$ cat src/rtl/instr_fetch_unit.sv
// Fetch stage: program counter, instruction register and JMP/JC resolution via a 16-entry target table.
// Optional macro FETCH_HALT_ON_FILL_EN: fetching ROM fill word 8'h0F halts fetch until reset.
module instr_fetch_unit #(
  parameter logic [7:0] RESET_VECTOR = 8'h00,
  parameter logic [3:0] OP_JMP       = 4'hE,
  parameter logic [3:0] OP_JC        = 4'hF
) (
  input  logic       clk,
  input  logic       rst_n,
  output logic [7:0] rom_addr,
  input  logic [7:0] rom_data,
  input  logic       stall,
  input  logic       carry_flag,
  input  logic       tbl_we,
  input  logic [3:0] tbl_idx,
  input  logic [7:0] tbl_addr,
  output logic [7:0] instr,
  output logic       instr_valid,
  output logic [7:0] instr_pc,
  output logic       jump_taken,
  output logic [7:0] pc
);

  localparam logic [1:0] ST_RUN    = 2'd0;
  localparam logic [1:0] ST_SQUASH = 2'd1;
`ifdef FETCH_HALT_ON_FILL_EN
  localparam logic [1:0] ST_HALT   = 2'd2;
`endif

  logic [1:0] state;
  logic [7:0] jtbl [16];
  logic       is_jump;
  logic       take;
  logic       advance;
  logic       fill;

  assign rom_addr = pc;
  assign is_jump  = (instr[7:4] == OP_JMP) || ((instr[7:4] == OP_JC) && carry_flag);
  // Jumps resolve only from RUN; the squash cycle never holds a live instruction.
  assign take     = (state == ST_RUN) && instr_valid && !stall && is_jump;

`ifdef FETCH_HALT_ON_FILL_EN
  assign advance  = !stall && (state != ST_HALT);
  assign fill     = (rom_data == 8'h0F);
`else
  assign advance  = !stall;
  assign fill     = 1'b0;
`endif

  always_ff @(posedge clk) begin
    if (!rst_n) begin
      pc          <= RESET_VECTOR;
      instr       <= 8'h00;
      instr_valid <= 1'b0;
      instr_pc    <= 8'h00;
      jump_taken  <= 1'b0;
      state       <= ST_RUN;
      for (int i = 0; i < 16; i++) jtbl[i] <= 8'h00;
    end else begin
      // Table write lands at this edge; a same-cycle jump reads the old entry.
      if (tbl_we) jtbl[tbl_idx] <= tbl_addr;
      jump_taken <= 1'b0;
      if (advance) begin
        if (take) begin
          pc          <= jtbl[instr[3:0]];
          instr_valid <= 1'b0;
          jump_taken  <= 1'b1;
          state       <= ST_SQUASH;
        end else if (fill) begin
`ifdef FETCH_HALT_ON_FILL_EN
          instr       <= rom_data;
          instr_pc    <= pc;
          instr_valid <= 1'b0;
          state       <= ST_HALT;
`endif
        end else begin
          instr       <= rom_data;
          instr_pc    <= pc;
          instr_valid <= 1'b1;
          pc          <= pc + 8'd1;
          state       <= ST_RUN;
        end
      end
    end
  end

endmodule

$ cat config.mk
export PLATFORM = sky130hd
export DESIGN_NAME = instr_fetch_unit
export DESIGN_NICKNAME = d
export VERILOG_FILES = /design/src/rtl/instr_fetch_unit.sv
export SDC_FILE = /design/constraint.sdc
export NUM_CORES = 1
export LEC_CHECK = 0
export BUFFER_PORTS_ARGS = -buffer_cell sky130_fd_sc_hd__buf_2
export CORE_MARGIN = 3
export CORE_UTILIZATION = 27
export DETAILED_ROUTE_END_ITERATION = 10
export GPL_ROUTABILITY_DRIVEN = 0
export HOLD_SLACK_MARGIN = 0.03
export SLEW_MARGIN = 5
export SYNTH_ARGS = -nofsm -noshare
export SYNTH_HDL_FRONTEND = slang
export SYNTH_SLANG_ARGS = --single-unit
export TNS_END_PERCENT = 20
$ cat constraint.sdc
create_clock -name clk -period 2 [get_ports clk]
set_input_delay 0.1 -clock clk [delete_from_list [all_inputs] [get_ports clk]]
set_output_delay 0.1 -clock clk [all_outputs]
set_load 0.02 [all_outputs]
==> flow_summary.ini, run 1 <==
[run_status]
status = finished clean

[setup_path]
critical_path_class = register to register
crit_buf_inv = 1
end_kind = register
cp_top_family = multiplexers
startpoint_type = register
cp.arrival_ns = 2.19
slowest_stage = mux4_1
worstPathMaxFanout = 17
worstPathCellList = buf_12 -> mux4_1 -> mux4_2 -> nor2_1 -> a211oi_1
max_stage_delay_ns = 0.57
worstPathRequired_ns = 2.30

[timing]
fin_skew_ns = 0.00867
post-route-period-util = 0.943
relSlewSlack = 0.292
finalCriticalPeriod_ns = 1.89
rsz0062_at_grt = no
tightestPinTransition_ns = 1.05
fin_setup_tns_ns = 0
hold_viol = 0
max_freq_mhz = 530
worst_slack_ns = 0.114
final_max_slew_viol_count = 0
setup-violations-final = 0

[placed_design]
hpwl_um = 12300
port_buffers = 58
pre_cts_ws_ns = 0.131

[synthesis]
netlist_area_mm2 = 0.00724
synthFlopType = edfxtp_1
yosys_warnings = 0
synthArstFlopShare = 0
syn_nets = 533
avgSynthCellArea_um2 = 14.3
ys_seq_elements = 159
synthCells = 507
synth-edff-count = 128
seq_area_frac_synth = 0.617
synthDistinctLibCells = 39

[pwr]
vdd_drop_max_mv = 0.490
p_sw_mw = 1.72
p_int_mw = 6.10
cellPowerDensity_mw_per_mm2 = 893
pwr-share-clk = 0.435
seq_power_share = 0.490
swShare = 0.220
leakage_nw = 3.18
design_power_total_mw = 7.82
comb_power_share = 0.076

[routing]
post-route-drc-count = 0
drtIter0Drc = 420
first_pass_iters = 5
drtAntennaViolNets = 0
via_per_inst = 4.68
vias = 4398
wl_um = 17500
wl_per_cell_um = 18.7

[clock_tree]
clock-sinks = 159
clk_pin_slew_worst_paths_ns = 0.07
cts_setup_buffers = 0
cts-root-buf = clkbuf_16
ctsHoldBuffers = 9
clock_insertion_delay_worst_skew_ns = 0.42
cts-resized-gates = 0
htreeDepth = 4
cts_made_buffers = 17
clockBufferDepth = 2
cts_tree = built

[global_routing]
track_usage = 0.124
grt_start_max_net_pins = 49
antenna_found_initial = 0
grt_overflow_total = 0
grt_first_pass_wirelength_um = 26300
first_global_vias = 4348

[final_layout]
area_delta_synth_final_pct = 21.0
fillers = 2528
diodes = 0
layout.nets = 619
drive_above_1_share = 0.251
fin_util = 0.334

[die]
die_w_um = 170
die_h_um = 170
rows = 59
dieArea_mm2 = 0.0288
core_mm2 = 0.0262
start_util = 0.276
io_pins = 59

[run]
drv_cap = 0

[min_path]
hold_path.class = input pin to register
-- registers in the layout, indices dropped and copies added (netlist names), named ones only --
register     cells
jtbl           128
pc               8
jump_taken       1
instr_valid      1
instr_pc         8
state            1
instr            8
-- metal layers --
metal	up-vias	GRT usage	part of all wire
met2	195	0.180	0.43
met5	-	0	0
li1	2039	-	-
met3	26	0.0314	0.074
met4	0	0.0448	0.022
met1	2138	0.180	0.47
-- layout by cell type (no fill, tap or decap), types with 4 or more instances in the layout --
cell type,netlist,final
and2_1,129,129
edfxtp_1,128,128
buf_2,3,58
dfxtp_1,31,30
buf_4,11,30
mux4_2,28,28
nor2b_1,23,23
o21ai_0,19,19
nor2_1,18,18
mux2i_1,17,17
clkbuf_16,0,17
nand2_1,10,10
nand3_1,9,9
dlygate4sd3_1,0,9
mux4_1,8,8
nand2b_1,7,7
nor3_1,7,7
inv_1,6,6
o31ai_1,4,4
bufinv_16,0,4
-- cell families (layout without fill, tap and decap cells) --
family	after synthesis	after routing	synth area share
AOI/OAI and AO/OA	40	40	0.0375
adders and majority gates	1	1	0.00173
buffers and inverters	39	137	0.0285
DFF	159	159	0.617
muxes	54	54	0.141
and+or+nand+nor	214	214	0.174
-- worst register-to-register path, delay by kind of cell, from the launching register on --
family | cells | cell delay (ns)
mux | 2 | 1.07
flops | 1 | 0.35
buf+inv | 1 | 0.18
simple gates | 1 | 0.12
compound gates | 1 | 0.06
-- area by class of cell --
type	instances	area [um2]	share of cell area
timing repair buffer	100	666	0.0760
clock inverter	13	188	0.0214
multi-input combinational	309	2570	0.293
inverter	6	22.5	0.00257
sequential	159	4470	0.510
clock buffer	18	429	0.0490
tap	335	419	0.0479
-- stage by stage --
| step | hold WS [ns] | instances | instance area (um2) |
|---|---|---|---|
| 2_1_floorplan | 0.232 | 507 | 7240 |
| 3_3_place_gp | 0.363 | 900 | 8050 |
| 4_1_cts | 0.196 | 940 | 8760 |
| 6_report | 0.196 | 940 | 8760 |
| 3_5_place_dp | 0.363 | 900 | 8050 |
| 5_1_grt | 0.196 | 940 | 8760 |
-- cells in the mapped netlist (4+ instances only) --
| library cell | n | share of area |
|---|---|---|
| buf_4 | 11 | 0.011 |
| dfxtp_1 | 31 | 0.086 |
| nor2_1 | 18 | 0.0093 |
| nand2_1 | 10 | 0.0052 |
| mux2i_1 | 17 | 0.024 |
| edfxtp_1 | 128 | 0.53 |
| nand2b_1 | 7 | 0.0061 |
| o31ai_1 | 4 | 0.0041 |
| mux4_2 | 28 | 0.087 |
| nor3_1 | 7 | 0.0048 |
| nand3_1 | 9 | 0.0062 |
| mux4_1 | 8 | 0.029 |
| and2_1 | 129 | 0.11 |
| o21ai_0 | 19 | 0.013 |
| clkbuf_1 | 16 | 0.0083 |
| inv_1 | 6 | 0.0031 |
| nor2b_1 | 23 | 0.020 |
-- power by group through the flow --
stage	Clock [mW]	Sequential [mW]	Combinational, mW
finish	3.40	3.83	0.593
global route	3.58	3.84	0.641
CTS	3.44	3.83	0.598
detailed placement	0	3.90	0.583
global placement	0	3.90	0.577
floorplan	0	3.87	0.351
-- final timing paths --
path                                    end  slack, ns                  start  depth (start not counted)
setup / recovery         pc[2]$_SDFFE_PN0N_       0.11               register                          5
hold / removal    jtbl[11][2]$_SDFFCE_PN0P_       0.20            tbl_addr[2]                          2
setup reg to reg         pc[2]$_SDFFE_PN0N_       0.11               register                          5
hold reg to reg       state[0]$_SDFFE_PN0N_       0.46  state[0]$_SDFFE_PN0N_                          2
(Power assumes the default switching activity.)
==> run 2: changes to the inputs <==
--- a/config.mk
+++ b/config.mk
@@ -11,6 +11,7 @@
 export DETAILED_ROUTE_END_ITERATION = 10
 export GPL_ROUTABILITY_DRIVEN = 0
 export HOLD_SLACK_MARGIN = 0.03
+export MAX_ROUTING_LAYER = met4
 export SLEW_MARGIN = 5
 export SYNTH_ARGS = -nofsm -noshare
 export SYNTH_HDL_FRONTEND = slang
==> flow_summary.ini, run 2 (same netlist as run 1, synthesis figures left out) <==
[run_status]
status = finished clean

[placed_design]
hpwl_um = 12300
port_buffers = 58
dpl.cell_count = 900

[pwr]
leakage_nw = 3.18
p_sw_mw = 1.71
vdd_drop_max_mv = 0.490
seq_power_share = 0.490
cellPowerDensity_mw_per_mm2 = 892
comb_power_share = 0.076
p_int_mw = 6.10
pwr-share-clk = 0.434
swShare = 0.219

[routing]
post-route-drc-count = 0
drtAntennaViolNets = 0
drtIter0Drc = 415
wl_per_cell_um = 18.6
vias = 4389
via_per_inst = 4.67
wl_um = 17500
first_pass_iters = 6

[timing]
max_freq_mhz = 530
fin_setup_tns_ns = 0
setup-violations-final = 0
post-route-period-util = 0.944
finalCriticalPeriod_ns = 1.89
tightestPinTransition_ns = 1.04
relSlewSlack = 0.296
fin_skew_ns = 0.00806
hold_viol = 0
final_max_slew_viol_count = 0
rsz0062_at_grt = no

[setup_path]
cp.arrival_ns = 2.19
worstPathRequired_ns = 2.30
end_kind = register
critical_path_class = register to register
startpoint_type = register
slowest_stage = mux4_1
max_stage_delay_ns = 0.56
cp_top_family = multiplexers
worstPathCellList = buf_12 -> mux4_1 -> mux4_2 -> nor2_1 -> a211oi_1
worstPathMaxFanout = 17
crit_buf_inv = 1

[die]
io_pins = 59
core_mm2 = 0.0262
rows = 59
dieArea_mm2 = 0.0288
start_util = 0.276
die_w_um = 170
die_h_um = 170

[run]
drv_cap = 0

[clock_tree]
htreeDepth = 4
cts_made_buffers = 17
clock-sinks = 159
clock_insertion_delay_worst_skew_ns = 0.42
clk_pin_slew_worst_paths_ns = 0.07
cts_setup_buffers = 0
cts_tree = built
cts-resized-gates = 0
ctsHoldBuffers = 9
cts-root-buf = clkbuf_16
clockBufferDepth = 2

[final_layout]
largest_reg_flops = 128
layout.nets = 619
final_common_cell = and2_1
diodes = 0
drive_above_1_share = 0.251
regMostFlops = jtbl
area_delta_synth_final_pct = 21.0
layoutNonFillerInstCount = 940
final_cell_mix = and2_1, edfxtp_1, buf_2, dfxtp_1, buf_4

[global_routing]
grt_start_max_net_pins = 49
antenna_found_initial = 0
grt_first_pass_wirelength_um = 26400
grt_overflow_total = 0
first_global_vias = 4334
track_usage = 0.128

[min_path]
hold_path.class = input pin to register
==> run 2: worst reg2reg max path, stage by stage, from the launching register on <==
cell and delay [ns]:
dfxtp_2 0.35, buf_12 0.17, mux4_1 0.57, mux4_2 0.50, nor2_1 0.12, a211oi_1 0.06
==> run 2: worst paths after layout <==
check / slack (ns) / from / cells after the start / to
hold / removal: 0.19 / tbl_addr[2] / 2 / jtbl[11][2]$_SDFFCE_PN0P_
setup / recovery: 0.11 / register / 5 / pc[2]$_SDFFE_PN0N_
setup reg to reg: 0.11 / register / 5 / pc[2]$_SDFFE_PN0N_
hold reg to reg: 0.46 / state[0]$_SDFFE_PN0N_ / 2 / state[0]$_SDFFE_PN0N_
==> run 2: through the flow <==
step | instance area (um2) | hold slack (ns) | worst slack [ns] | utilization | total power [mW]
final | 8760 | 0.193 | 0.112 | 0.334 | 7.81
after floorplan | 7240 | 0.232 | 0.211 | - | 4.22
after global routing | 8760 | 0.197 | 0.0370 | 0.334 | 8.06
after CTS | 8760 | 0.196 | 0.110 | 0.334 | 7.87
after global placement | 8050 | 0.363 | 0.158 | 0.307 | 4.48
after detailed placement | 8050 | 0.363 | 0.131 | 0.307 | 4.48
==> run 2: layout make-up <==
cell class | count | area, um2
clock inverter | 13 | 188
inverter | 6 | 22.5
multi-input combinational | 309 | 2570
fill | 2528 | 17500
sequential | 159 | 4470
tap | 335 | 419
timing repair buffer | 100 | 666
clock buffer | 18 | 429
==> run 2: power groups by stage <==
stage / registers (mW) / logic [mW] / clock network (mW)
CTS: 3.83 / 0.598 / 3.44
global placement: 3.90 / 0.577 / 0
floorplan: 3.87 / 0.351 / 0
global route: 3.84 / 0.641 / 3.58
detailed placement: 3.90 / 0.583 / 0
finish: 3.83 / 0.592 / 3.39
==> run 2: metal layers <==
layer	track usage	part of all wire	up-vias
met4	0.0448	0.022	0
met1	0.181	0.49	2157
li1	-	-	2033
met3	0.0303	0.063	28
met2	0.179	0.43	171
met5	-	0	-
